### config.mk
export PLATFORM = sky130hd
export DESIGN_NAME = ysyx_22040088_inst_fetch
export DESIGN_NICKNAME = d
export VERILOG_FILES = /design/src/rtl/ysyx_22040088_inst_fetch_pkg.sv /design/src/rtl/ysyx_22040088_fetch_buf.sv /design/src/rtl/ysyx_22040088_inst_fetch.sv
export SDC_FILE = /design/constraint.sdc
export NUM_CORES = 1
export LEC_CHECK = 0
export BUFFER_PORTS_ARGS = -buffer_cell sky130_fd_sc_hd__clkbuf_2
export CAP_MARGIN = 10
export CORE_MARGIN = 3
export CORE_UTILIZATION = 48
export CTS_CLUSTER_DIAMETER = 200
export DETAILED_ROUTE_END_ITERATION = 8
export GPL_TIMING_DRIVEN = 1
export PLACE_DENSITY_LB_ADDON = 0.3
export SYNTH_ARGS = -nofsm -noshare
export SYNTH_HDL_FRONTEND = slang
export SYNTH_SLANG_ARGS = --single-unit
### constraint.sdc
create_clock -name clk -period 2.4 [get_ports clk]
set_clock_uncertainty 0.15 [all_clocks]
set_input_delay 0.6 -clock clk [delete_from_list [all_inputs] [get_ports clk]]
set_output_delay 0.6 -clock clk [all_outputs]
set_load 0.02 [all_outputs]
### src/rtl/ysyx_22040088_inst_fetch_pkg.sv
// Shared types and defaults for the instruction fetch stage.
// Holds the fetch FSM state encoding and the default widths and reset PC.
package ysyx_22040088_inst_fetch_pkg;

  localparam int unsigned XLEN_DEF     = 64;
  localparam int unsigned ILEN_DEF     = 32;
  localparam logic [63:0] RESET_PC_DEF = 64'h8000_0000;

  typedef enum logic [1:0] {
    S_IDLE = 2'd0,
    S_REQ  = 2'd1,
    S_WAIT = 2'd2,
    S_HOLD = 2'd3
  } fetch_state_e;

  // Where the FSM goes once the current fetch is finished with.
  function automatic fetch_state_e resume_state(input logic halt);
    return halt ? S_IDLE : S_REQ;
  endfunction

endpackage

### src/rtl/ysyx_22040088_fetch_buf.sv
// Single-entry valid/ready buffer between the fetch FSM and the decoder.
// can_push_o tells the FSM the entry is empty or being drained this cycle.
module ysyx_22040088_fetch_buf #(
  parameter int unsigned XLEN = 64,
  parameter int unsigned ILEN = 32
) (
  input  logic            clk,
  input  logic            rst_n,
  input  logic            push_i,
  input  logic            flush_i,
  input  logic [ILEN-1:0] data_i,
  input  logic [XLEN-1:0] pc_i,
  output logic            valid_o,
  input  logic            ready_i,
  output logic [ILEN-1:0] data_o,
  output logic [XLEN-1:0] pc_o,
  output logic            can_push_o
);

  logic            valid_q, valid_d;
  logic [ILEN-1:0] data_q, data_d;
  logic [XLEN-1:0] pc_q, pc_d;

  // Flush wins over a push so a redirect never lets stale data through.
  always_comb begin
    valid_d = valid_q;
    data_d  = data_q;
    pc_d    = pc_q;
    if (flush_i) begin
      valid_d = 1'b0;
    end else if (push_i) begin
      valid_d = 1'b1;
      data_d  = data_i;
      pc_d    = pc_i;
    end else if (valid_q && ready_i) begin
      valid_d = 1'b0;
    end
  end

  always_ff @(posedge clk or negedge rst_n) begin
    if (!rst_n) begin
      valid_q <= 1'b0;
      data_q  <= '0;
      pc_q    <= '0;
    end else begin
      valid_q <= valid_d;
      data_q  <= data_d;
      pc_q    <= pc_d;
    end
  end

  assign valid_o    = valid_q;
  assign data_o     = data_q;
  assign pc_o       = pc_q;
  assign can_push_o = !valid_q || ready_i;

endmodule

### src/rtl/ysyx_22040088_inst_fetch.sv
// Fetch stage: owns the PC, issues one imem read at a time and hands
// fetched instructions to decode through a single-entry buffer.
module ysyx_22040088_inst_fetch
  import ysyx_22040088_inst_fetch_pkg::*;
#(
  parameter int unsigned     XLEN     = XLEN_DEF,
  parameter int unsigned     ILEN     = ILEN_DEF,
  parameter logic [XLEN-1:0] RESET_PC = RESET_PC_DEF
) (
  input  logic            clk,
  input  logic            rst,
  output logic            imem_req_valid,
  input  logic            imem_req_ready,
  output logic [XLEN-1:0] imem_req_addr,
  input  logic            imem_rsp_valid,
  input  logic [ILEN-1:0] imem_rsp_data,
  input  logic            redirect_valid,
  input  logic [XLEN-1:0] redirect_pc,
  input  logic            halt,
  output logic            inst_valid,
  input  logic            inst_ready,
  output logic [ILEN-1:0] inst,
  output logic [XLEN-1:0] inst_pc
);

  fetch_state_e    state_q, state_d;
  logic [XLEN-1:0] pc_q, pc_d;
  logic [XLEN-1:0] req_addr_q, req_addr_d;
  logic            drop_q, drop_d;

  logic            buf_push;
  logic            buf_flush;
  logic            buf_can_push;
  logic [XLEN-1:0] redirect_target;

  assign redirect_target = redirect_pc & ~XLEN'(3);

  // A request only goes out when its response is guaranteed a free buffer
  // slot; once raised it stays up because nothing refills the buffer meanwhile.
  assign imem_req_valid = (state_q == S_REQ) && buf_can_push;
  assign imem_req_addr  = req_addr_q;

  always_comb begin
    state_d   = state_q;
    pc_d      = pc_q;
    drop_d    = drop_q;
    buf_push  = 1'b0;
    buf_flush = redirect_valid;

    case (state_q)
      S_IDLE: begin
        if (!halt) state_d = S_REQ;
      end
      S_REQ: begin
        if (imem_req_valid) begin
          if (imem_req_ready) state_d = S_WAIT;
          if (redirect_valid) drop_d = 1'b1;
        end else if (redirect_valid) begin
          state_d = resume_state(halt);
        end else begin
          state_d = halt ? S_IDLE : S_HOLD;
        end
      end
      S_WAIT: begin
        if (imem_rsp_valid) begin
          drop_d  = 1'b0;
          state_d = resume_state(halt);
          if (!drop_q && !redirect_valid) begin
            buf_push = 1'b1;
            pc_d     = pc_q + XLEN'(4);
          end
        end else if (redirect_valid) begin
          drop_d = 1'b1;
        end
      end
      S_HOLD: begin
        if (redirect_valid || buf_can_push) state_d = resume_state(halt);
      end
      default: state_d = S_IDLE;
    endcase

    if (redirect_valid) pc_d = redirect_target;
  end

  // A pending request keeps its address even if the PC is redirected under it.
  assign req_addr_d = (imem_req_valid && !imem_req_ready) ? req_addr_q : pc_d;

  always_ff @(posedge clk or negedge rst) begin
    if (!rst) begin
      state_q    <= S_IDLE;
      pc_q       <= RESET_PC;
      req_addr_q <= RESET_PC;
      drop_q     <= 1'b0;
    end else begin
      state_q    <= state_d;
      pc_q       <= pc_d;
      req_addr_q <= req_addr_d;
      drop_q     <= drop_d;
    end
  end

  ysyx_22040088_fetch_buf #(
    .XLEN (XLEN),
    .ILEN (ILEN)
  ) u_fetch_buf (
    .clk        (clk),
    .rst_n      (rst),
    .push_i     (buf_push),
    .flush_i    (buf_flush),
    .data_i     (imem_rsp_data),
    .pc_i       (pc_q),
    .valid_o    (inst_valid),
    .ready_i    (inst_ready),
    .data_o     (inst),
    .pc_o       (inst_pc),
    .can_push_o (buf_can_push)
  );

endmodule

; After elaboration in Yosys (flattened, before gate mapping)
; Index checks and enable logic that the tools add are counted.
[word_totals]
ff_bits = 228
input_bits = 103
out_inout_bits = 162
elab_cells = 56
[classes]
n_addsub = 1
n_eq_ne = 8
muxes = 23
n_bitwise = 1
n_reduce_logical = 16
[ops]
columns = operator, count
row1 = $mux W64, 4
row2 = $add A64 B3 Y64 const B, 1
row3 = $mux W2, 7
row4 = $mux W1, 10
row5 = $ne A2 B2 Y1 const B, 4
row6 = $pmux W2 S4, 1
row7 = $eq A2 B2 Y1 const B, 2
row8 = $logic_and A1 B1 Y1, 4
row9 = $logic_not A1 Y1, 4
row10 = $reduce_and A2 Y1, 2
row11 = $reduce_and A4 Y1, 1
row12 = $ne A3 B3 Y1 const B, 1
row13 = $reduce_bool A3 Y1, 1
row14 = $eq A2 B1 Y1 const B, 1
row15 = $logic_not A2 Y1, 1
row16 = $logic_or A1 B1 Y1, 2
row17 = $pmux W1 S2, 1
row18 = $reduce_bool A2 Y1, 1
row19 = $not A1 Y1, 1

; Longest topological paths before layout
; Gate-level depths: netlist of run 1.
[depth]
depth_word = 7
mapped_depth = 8
depth_no_buf = 7

; By module
; Synthesis of run 1 repeated with hierarchy kept, for this count alone.
[unflattened]
hier_cells = 837
hier_area_um2 = 10430.0
[modules_own_cells]
columns = module, instances, cells_per_inst, area_each_um2, seq_area_each_um2
row1 = ysyx_22040088_inst_fetch, 1, 629, 6618.8, 3280.6
row2 = ysyx_22040088_fetch_buf, 1, 208, 3811.2, 2427.3

; Least setup slack after synthesis of run 1
; No wires, ideal clock.
[synth_path]
path_type = in2reg
start = in imem_rsp_valid
end = reg req_addr_q[43] (netlist: imem_req_addr[43])
setup_ns = 0.125
arrival_time_ns = 2.480
t_required_ns = 2.125
setup_slack_ns = -0.355
path_stages = 8
path_buffers = 2
cell_sequence = nor4bb_1 > buf_2 > nand4_1 > or4_4 > buf_4 > o31ai_1 > a31oi_1 > mux2_2
[synth_via]
elab_chain_cells = 3
[synth_lines]
columns = item, line
row1 = start: declaration, ysyx_22040088_inst_fetch.sv:15  ; input logic imem_rsp_valid,
row2 = $mux W64, ysyx_22040088_inst_fetch.sv:65  ; if (imem_rsp_valid) begin
row3 = $mux W64, ysyx_22040088_inst_fetch.sv:50  ; case (state_q)
row4 = $mux W64, ysyx_22040088_inst_fetch.sv:82  ; if (redirect_valid) pc_d = redirect_target;
row5 = via pc_d[43], ysyx_22040088_inst_fetch.sv:27  ; logic [XLEN-1:0] pc_q, pc_d;
row6 = end signal: assignment, ysyx_22040088_inst_fetch.sv:97  ; req_addr_q <= req_addr_d;
row7 = end: declaration, ysyx_22040088_inst_fetch.sv:28  ; logic [XLEN-1:0] req_addr_q, req_addr_d;
; The timed path passes the listed nets, and every way through them passes these cells.
; A chain may end at the register's enable or synchronous reset.

; Final worst setup path of run 1
[layout_path]
start = reg pc_q[21]
end = reg req_addr_q[61] (netlist: imem_req_addr[61])
[layout_via]
elab_chain_cells = 5
[layout_lines]
columns = item, line
row1 = start: declaration, ysyx_22040088_inst_fetch.sv:27
row2 = start signal: assignment, ysyx_22040088_inst_fetch.sv:96  ; pc_q <= pc_d;
row3 = $add A64 B3 Y64, ysyx_22040088_inst_fetch.sv:70  ; pc_d = pc_q + XLEN'(4);
row4 = $mux W64, ysyx_22040088_inst_fetch.sv:68  ; if (!drop_q && !redirect_valid) begin
row5 = $mux W64, ysyx_22040088_inst_fetch.sv:65
row6 = $mux W64, ysyx_22040088_inst_fetch.sv:50
row7 = $mux W64, ysyx_22040088_inst_fetch.sv:82
; Every way passes these cells.

==> flow_summary.ini, run 1 <==
[timing]
max-slew-margin-rel = 0.565
slew_viol_final = 0
setup_viol = 56
max_freq_mhz = 367
worstMarginPinSlew_ns = 0.653
final.period_utilization = 1.14
worst_slack_ns = -0.326
report.final.hold_viol_count = 0
tns_ns = -7.02
min_period_ns = 2.73
grt_setup_unrepaired = true

[floorplan]
start_util = 0.493
core_sq_mm = 0.0204
fp.dieH_um = 151
die_width_um = 151
die-area_sq_mm = 0.0227
io_pins = 265
rows = 52

[worst_hold_path]
hold_start = redirect_pc[31]
min_to = pc_q[31]$_DFF_PN1_
hold_depth = 3
hold_path.class = in2reg

[routing]
num_vias = 8350
dr.pass1.iters = 5
via_per_inst = 5.52
wirelength_mm = 29.2
ant_nets = 0
wl_per_cell_um = 19.3
drcViolationCount = 0
drtIter0Drc = 396

[placed_design]
dp_hpwl_mm = 19.9
routabilityCongestion = 0.838
place_area_sq_mm = 0.0125
place_ws_ns = -0.551
io_buffers = 262
dp_cells = 1439

[yosys]
syn-num-nets = 955
yosysTopAreaCell = dfrtp_1
postSynthCellCount = 851
async_flop_share = 1.00
synth_most_common_cell = dfrtp_1
yosysSeqAreaShare = 0.569
synth-seq-cells = 228
yosysTopAreaCellShare = 0.563
synth_edf_count = 0
yosys-top-cells-count = 226 x dfrtp_1, 137 x mux2_2, 80 x nand2_1
yosysWarnings = 0
synth_area_leaders = dfrtp_1 56%, mux2_2 15%, nand2_1 3.0%, xnor2_1 2.8%, nor2_1 1.9%
ys.flop_type = dfrtp_1
synth.avg_cell_area_sq_um = 11.8
syn_area_sq_mm = 0.0100
yosysUniqueCellTypes = 51

[power_and_ir_drop]
internal_power_mw = 9.28
p_sw_frac = 0.359
seq_power_share = 0.394
total_power_mw = 14.5
pwr-share-clk = 0.250
pwr_density_cell_mw_per_mm2 = 1020
combPwrFrac = 0.355
ir_drop_mv = 0.710
p_leak_nw = 6.98
p_sw_mw = 5.20

[worst_setup_path]
r2r-end = imem_req_addr[61]$_DFFE_PN0N_
r2r_cells = 7
path_class = reg2reg
regToRegSetupSlack_ns = -0.33
slowest_delay_ns = 0.64
path_cells = nand4_1 -> or4_4 -> or4_4 -> buf_6 -> o31a_1 -> nor3_2 -> o31ai_1
reg2reg_from = pc_q[21]$_DFF_PN0_
arrival_ns = 2.96
path_max_fanout = 7
slowest_stage = or4_4
cp.required_ns = 2.64
crit_path_end_kind = register
startpoint_type = register
crit_top_cell = or4_4

[grt]
grt_max_degree = 60
grt_use_total = 0.245
grt_pass1_vias = 8319
grt_pass1_wl_mm = 44.3
gr-total-overflow = 0
antenna_found_initial = 3

[clock_tree]
worstSkewPairLatency_ns = 0.51
cts_tree = yes
cts_buffer_depth = 3
clk_pin_slew_ns = 0.07
cts_made_buffers = 25
clock_sinks = 228
h-tree-depth = 1
cts_root_buffer = clkbuf_16

[layout]
design_area_sq_mm = 0.0142
drive_above_1_share = 0.527
area_growth_pct = 41.6
fin_cells = 1514
nNetsFinal = 1329
fillCellCount = 1448

[job]
cap_violations = 0

[run_status]
violations = negative setup slack
status = finished with violations
logic make-up (layout without fill, tap and decap cells):
group | after synthesis | in the layout | share of synthesized area
xor gates and xnor gates | 50 | 50 | 0.0436
muxes | 143 | 143 | 0.160
buffers and inverters | 57 | 448 | 0.0231
AOI/OAI and AO/OA | 94 | 94 | 0.0619
DFF | 228 | 228 | 0.569
and+or+nand+nor | 278 | 278 | 0.142
other | 0 | 2 | 0
adders and majority gates | 1 | 1 | 0.00125
worst max-delay path by stage:
stage                             startpoint                       endpoint  cells past startpoint
after detailed placement      imem_rsp_valid  imem_req_addr[51]$_DFFE_PN0N_                      8
final                     pc_q[21]$_DFF_PN0_  imem_req_addr[61]$_DFFE_PN0N_                      7
after floorplan               imem_rsp_valid  imem_req_addr[43]$_DFFE_PN0N_                      8
after global placement        imem_rsp_valid  imem_req_addr[51]$_DFFE_PN0N_                      8
after global routing      pc_q[26]$_DFF_PN0_  imem_req_addr[43]$_DFFE_PN0N_                      6
after CTS                 drop_q$_DFFE_PN0P_  imem_req_addr[43]$_DFFE_PN0N_                      7
cell usage in the layout (no fill, tap or decap), types with 6 or more instances in the layout:
master     instances
nor4_4            10
mux2i_1            6
xnor2_2           13
xnor2_1           18
o21ai_1           10
or3_1              6
o31ai_1            7
clkbuf_2         259
nor2_1            43
buf_12            10
nand4_1           18
inv_1             10
nor3_2             8
and3_1            23
xor2_1            18
clkbuf_16         25
a221o_1           18
mux2_2           116
nand2_1           80
a21oi_1           17
buf_6             19
nor3_4            11
nand3_1           19
o21ai_0           19
buf_4            100
clkbuf_1           6
mux2_4            21
dfrtp_1          226
clkbuf_8           6
registers in the layout, indices dropped and copies added, names as in the netlist:
| signal | count |
|---|---|
| u_fetch_buf.pc_o | 64 |
| state_q | 2 |
| u_fetch_buf.valid_o | 1 |
| imem_req_addr | 64 |
| drop_q | 1 |
| u_fetch_buf.data_o | 32 |
| pc_q | 64 |
stage by stage:
step | util | hold slack, ns
floorplan | - | 0.154
global placement | 0.616 | 0.304
detailed placement | 0.616 | 0.306
CTS | 0.673 | 0.130
global route | 0.698 | 0.152
finish | 0.698 | 0.152
area by class of cell:
class / count / area, sq um / share of cell area
Timing Repair Buffer: 393 / 2530 / 0.178
Multi-Input combinational cell: 566 / 4820 / 0.339
Clock inverter: 7 / 45.0 / 0.00317
Clock buffer: 37 / 731 / 0.0514
Tap cell: 270 / 338 / 0.0238
Antenna cell: 2 / 5.00 / 0.000352
Inverter: 11 / 41.3 / 0.00290
Sequential cell: 228 / 5710 / 0.402
what timing repair did:
action	4_1_cts	5_1_grt
endpoints found under the hold margin	50	0
cloned	0	0
gates resized for setup	57	87
setup endpoints to repair	66	94
pin swaps	27	36
buffers inserted	12	20
hold buffers	1	0
critical path: cells and delay by family (launching register included):
kind / cells / cell delay (ns)
DFF: 1 / 0.37
AOI/OAI and AO/OA: 2 / 0.36
buffers and inverters: 1 / 0.17
and+or+nand+nor: 4 / 1.55
power by group through the flow:
stage | sequential, mW | clock, mW | combinational, mW
finish | 5.71 | 3.62 | 5.15
global route | 5.85 | 3.85 | 5.50
CTS | 5.71 | 3.68 | 5.04
detailed placement | 5.76 | 0 | 4.89
global placement | 5.71 | 0 | 4.81
floorplan | 6.99 | 0 | 1.60
layer usage:
metal	share of wire	vias up	track usage
met1	0.40	4146	0.332
met2	0.48	344	0.398
met4	0.027	4	0.0698
met5	0.00065	-	0
met3	0.083	53	0.0569
li1	-	3803	-
Power figures use the tool's default switching activity.
==> run 2, diff against run 1 <==
==> constraint.sdc (replaced) <==
create_clock -name clk -period 2.4 [get_ports clk]
set_clock_uncertainty 0.15 [all_clocks]
set_input_delay 0.24 -clock clk [delete_from_list [all_inputs] [get_ports clk]]
set_output_delay 0.24 -clock clk [all_outputs]
set_load 0.02 [all_outputs]
==> flow_summary.ini, run 2 (synthesized netlist as in run 1, its figures left out) <==
[run_status]
status = finished with violations
violations = negative setup slack

[placed_design]
io_buffers = 262
dp_hpwl_mm = 20.2
routabilityCongestion = 0.818

[clock_tree]
h-tree-depth = 1
cts_tree = yes
cts_root_buffer = clkbuf_16
cts_made_buffers = 25
clock_sinks = 228
cts_buffer_depth = 3
worstSkewPairLatency_ns = 0.52
clk_pin_slew_ns = 0.06

[timing]
report.final.hold_viol_count = 0
hold_slack_ns = 0.00865
worstMarginPinSlew_ns = 0.603
slew_viol_final = 0
grt_setup_unrepaired = true
final.period_utilization = 1.11
setup_viol = 42
max-slew-margin-rel = 0.598
max_freq_mhz = 375
worst_slack_ns = -0.270
min_period_ns = 2.67

[routing]
wl_per_cell_um = 19.5
wirelength_mm = 31.3
dr.pass1.iters = 5
drtIter0Drc = 505
ant_nets = 0
num_vias = 8759
drcViolationCount = 0
via_per_inst = 5.46

[layout]
nNetsFinal = 1417
drive_above_1_share = 0.479
seqCellArea_sq_mm = 0.00571
final_common_cell = clkbuf_2
final_cell_mix = 260 x clkbuf_2, 226 x dfrtp_1, 131 x mux2_2
multi_input_area_sq_mm = 0.00467
area_growth_pct = 49.6
fillCellCount = 1341

[grt]
grt_pass1_wl_mm = 47.7
grt_pass1_vias = 8907
antenna_found_initial = 2
gr-total-overflow = 0
grt_use_total = 0.264
grt_max_degree = 64

[power_and_ir_drop]
p_sw_mw = 5.30
pwr-share-clk = 0.260
p_sw_frac = 0.360
ir_drop_mv = 0.677
combPwrFrac = 0.350
total_power_mw = 14.7
p_leak_nw = 7.29
internal_power_mw = 9.42
seq_power_share = 0.390
pwr_density_cell_mw_per_mm2 = 980

[worst_setup_path]
crit_path_end_kind = register
reg2reg_from = state_q[0]$_DFFE_PN0P_
path_max_fanout = 5
regToRegSetupSlack_ns = -0.27
startpoint_type = register
r2r_cells = 8
arrival_ns = 2.92
path_class = reg2reg
r2r-end = imem_req_addr[43]$_DFFE_PN0N_
cp.required_ns = 2.65

[floorplan]
die_width_um = 151
rows = 52
core_sq_mm = 0.0204
fp.dieH_um = 151
die-area_sq_mm = 0.0227
start_util = 0.493
io_pins = 265

[worst_hold_path]
hold_path.class = in2reg
hold_start = inst_ready
min_to = u_fetch_buf.valid_o$_DFFE_PN0P_
hold_depth = 3

[job]
cap_violations = 0
[run 2: changes by cell type in the layout (fill, tap and decap cells not counted), moves of 3 or more]
cell and change:
buf_6 -8, buf_8 -3, clkbuf_1 -4, clkinv_2 +4
clkinvlp_4 -3, dlygate4sd3_1 +97, mux2_2 +15, mux2_4 -15
o21ai_0 +3, xnor2_1 +7, xnor2_2 -6
[run 2: power by group through the flow]
stage,Clock (mW),Sequential [mW],Combinational (mW)
after floorplan,0,6.99,1.59
after global routing,4.06,5.88,5.51
after detailed placement,0,5.77,4.87
after CTS,3.89,5.72,5.09
after global placement,0,5.72,4.79
final,3.82,5.75,5.15
[run 2: per-layer routing]
layer,vias up,part of all wire,GRT usage,routed length (um)
met5,-,0,0,0
met4,0,0.029,0.0866,906
met3,68,0.076,0.0509,2370
met2,365,0.49,0.442,15400
met1,4343,0.40,0.348,12600
li1,3983,-,-,-
[run 2: worst max-delay path, cell delays in order, from the launching register on]
cell	delay, ns
dfrtp_1	0.41
nor4bb_4	0.30
buf_4	0.15
nand4_1	0.15
or4_4	0.60
buf_6	0.16
o31ai_2	0.20
a31oi_1	0.14
mux2_4	0.29
[run 2: how the worst max path moves through the flow]
stage	slack, ns	to	startpoint	depth (start not counted)
after floorplan	-0.09	imem_req_addr[43]$_DFFE_PN0N_	pc_q[19]$_DFF_PN0_	6
after global placement	-0.28	imem_req_addr[56]$_DFFE_PN0N_	state_q[0]$_DFFE_PN0P_	9
after detailed placement	-0.30	imem_req_addr[43]$_DFFE_PN0N_	state_q[0]$_DFFE_PN0P_	7
after CTS	-0.27	imem_req_addr[43]$_DFFE_PN0N_	drop_q$_DFFE_PN0P_	7
after global routing	-0.35	imem_req_addr[43]$_DFFE_PN0N_	state_q[0]$_DFFE_PN0P_	8
final	-0.27	imem_req_addr[43]$_DFFE_PN0N_	state_q[0]$_DFFE_PN0P_	8
[run 2: repair_timing]
action / CTS / global route
resized for setup: 37 / 66
hold buffers: 98 / 0
endpoints found under the hold margin: 377 / 0
pin swaps: 26 / 46
setup endpoints to repair: 47 / 73
gates cloned: 0 / 1
setup buffers: 13 / 8
[run 2: area by class of cell]
cell class | instances | area share
inverter | 11 | 0.00275
clock buffer | 35 | 0.0495
antenna | 3 | 0.000500
clock inverter | 10 | 0.00558
sequential | 228 | 0.380
tap | 270 | 0.0225
multi-input combinational | 566 | 0.311
timing repair buffer | 481 | 0.228
[run 2: per-stage QoR]
stage | TNS (ns) | instance area (sq um) | worst slack, ns | std cells | utilization
after floorplan | -0.763 | 10200 | -0.0883 | 851 | -
after global placement | -4.09 | 12500 | -0.284 | 1437 | 0.614
after detailed placement | -4.90 | 12500 | -0.297 | 1437 | 0.614
after CTS | -4.00 | 14600 | -0.268 | 1592 | 0.717
after global routing | -9.99 | 15000 | -0.350 | 1604 | 0.737
final | -3.42 | 15000 | -0.270 | 1604 | 0.737
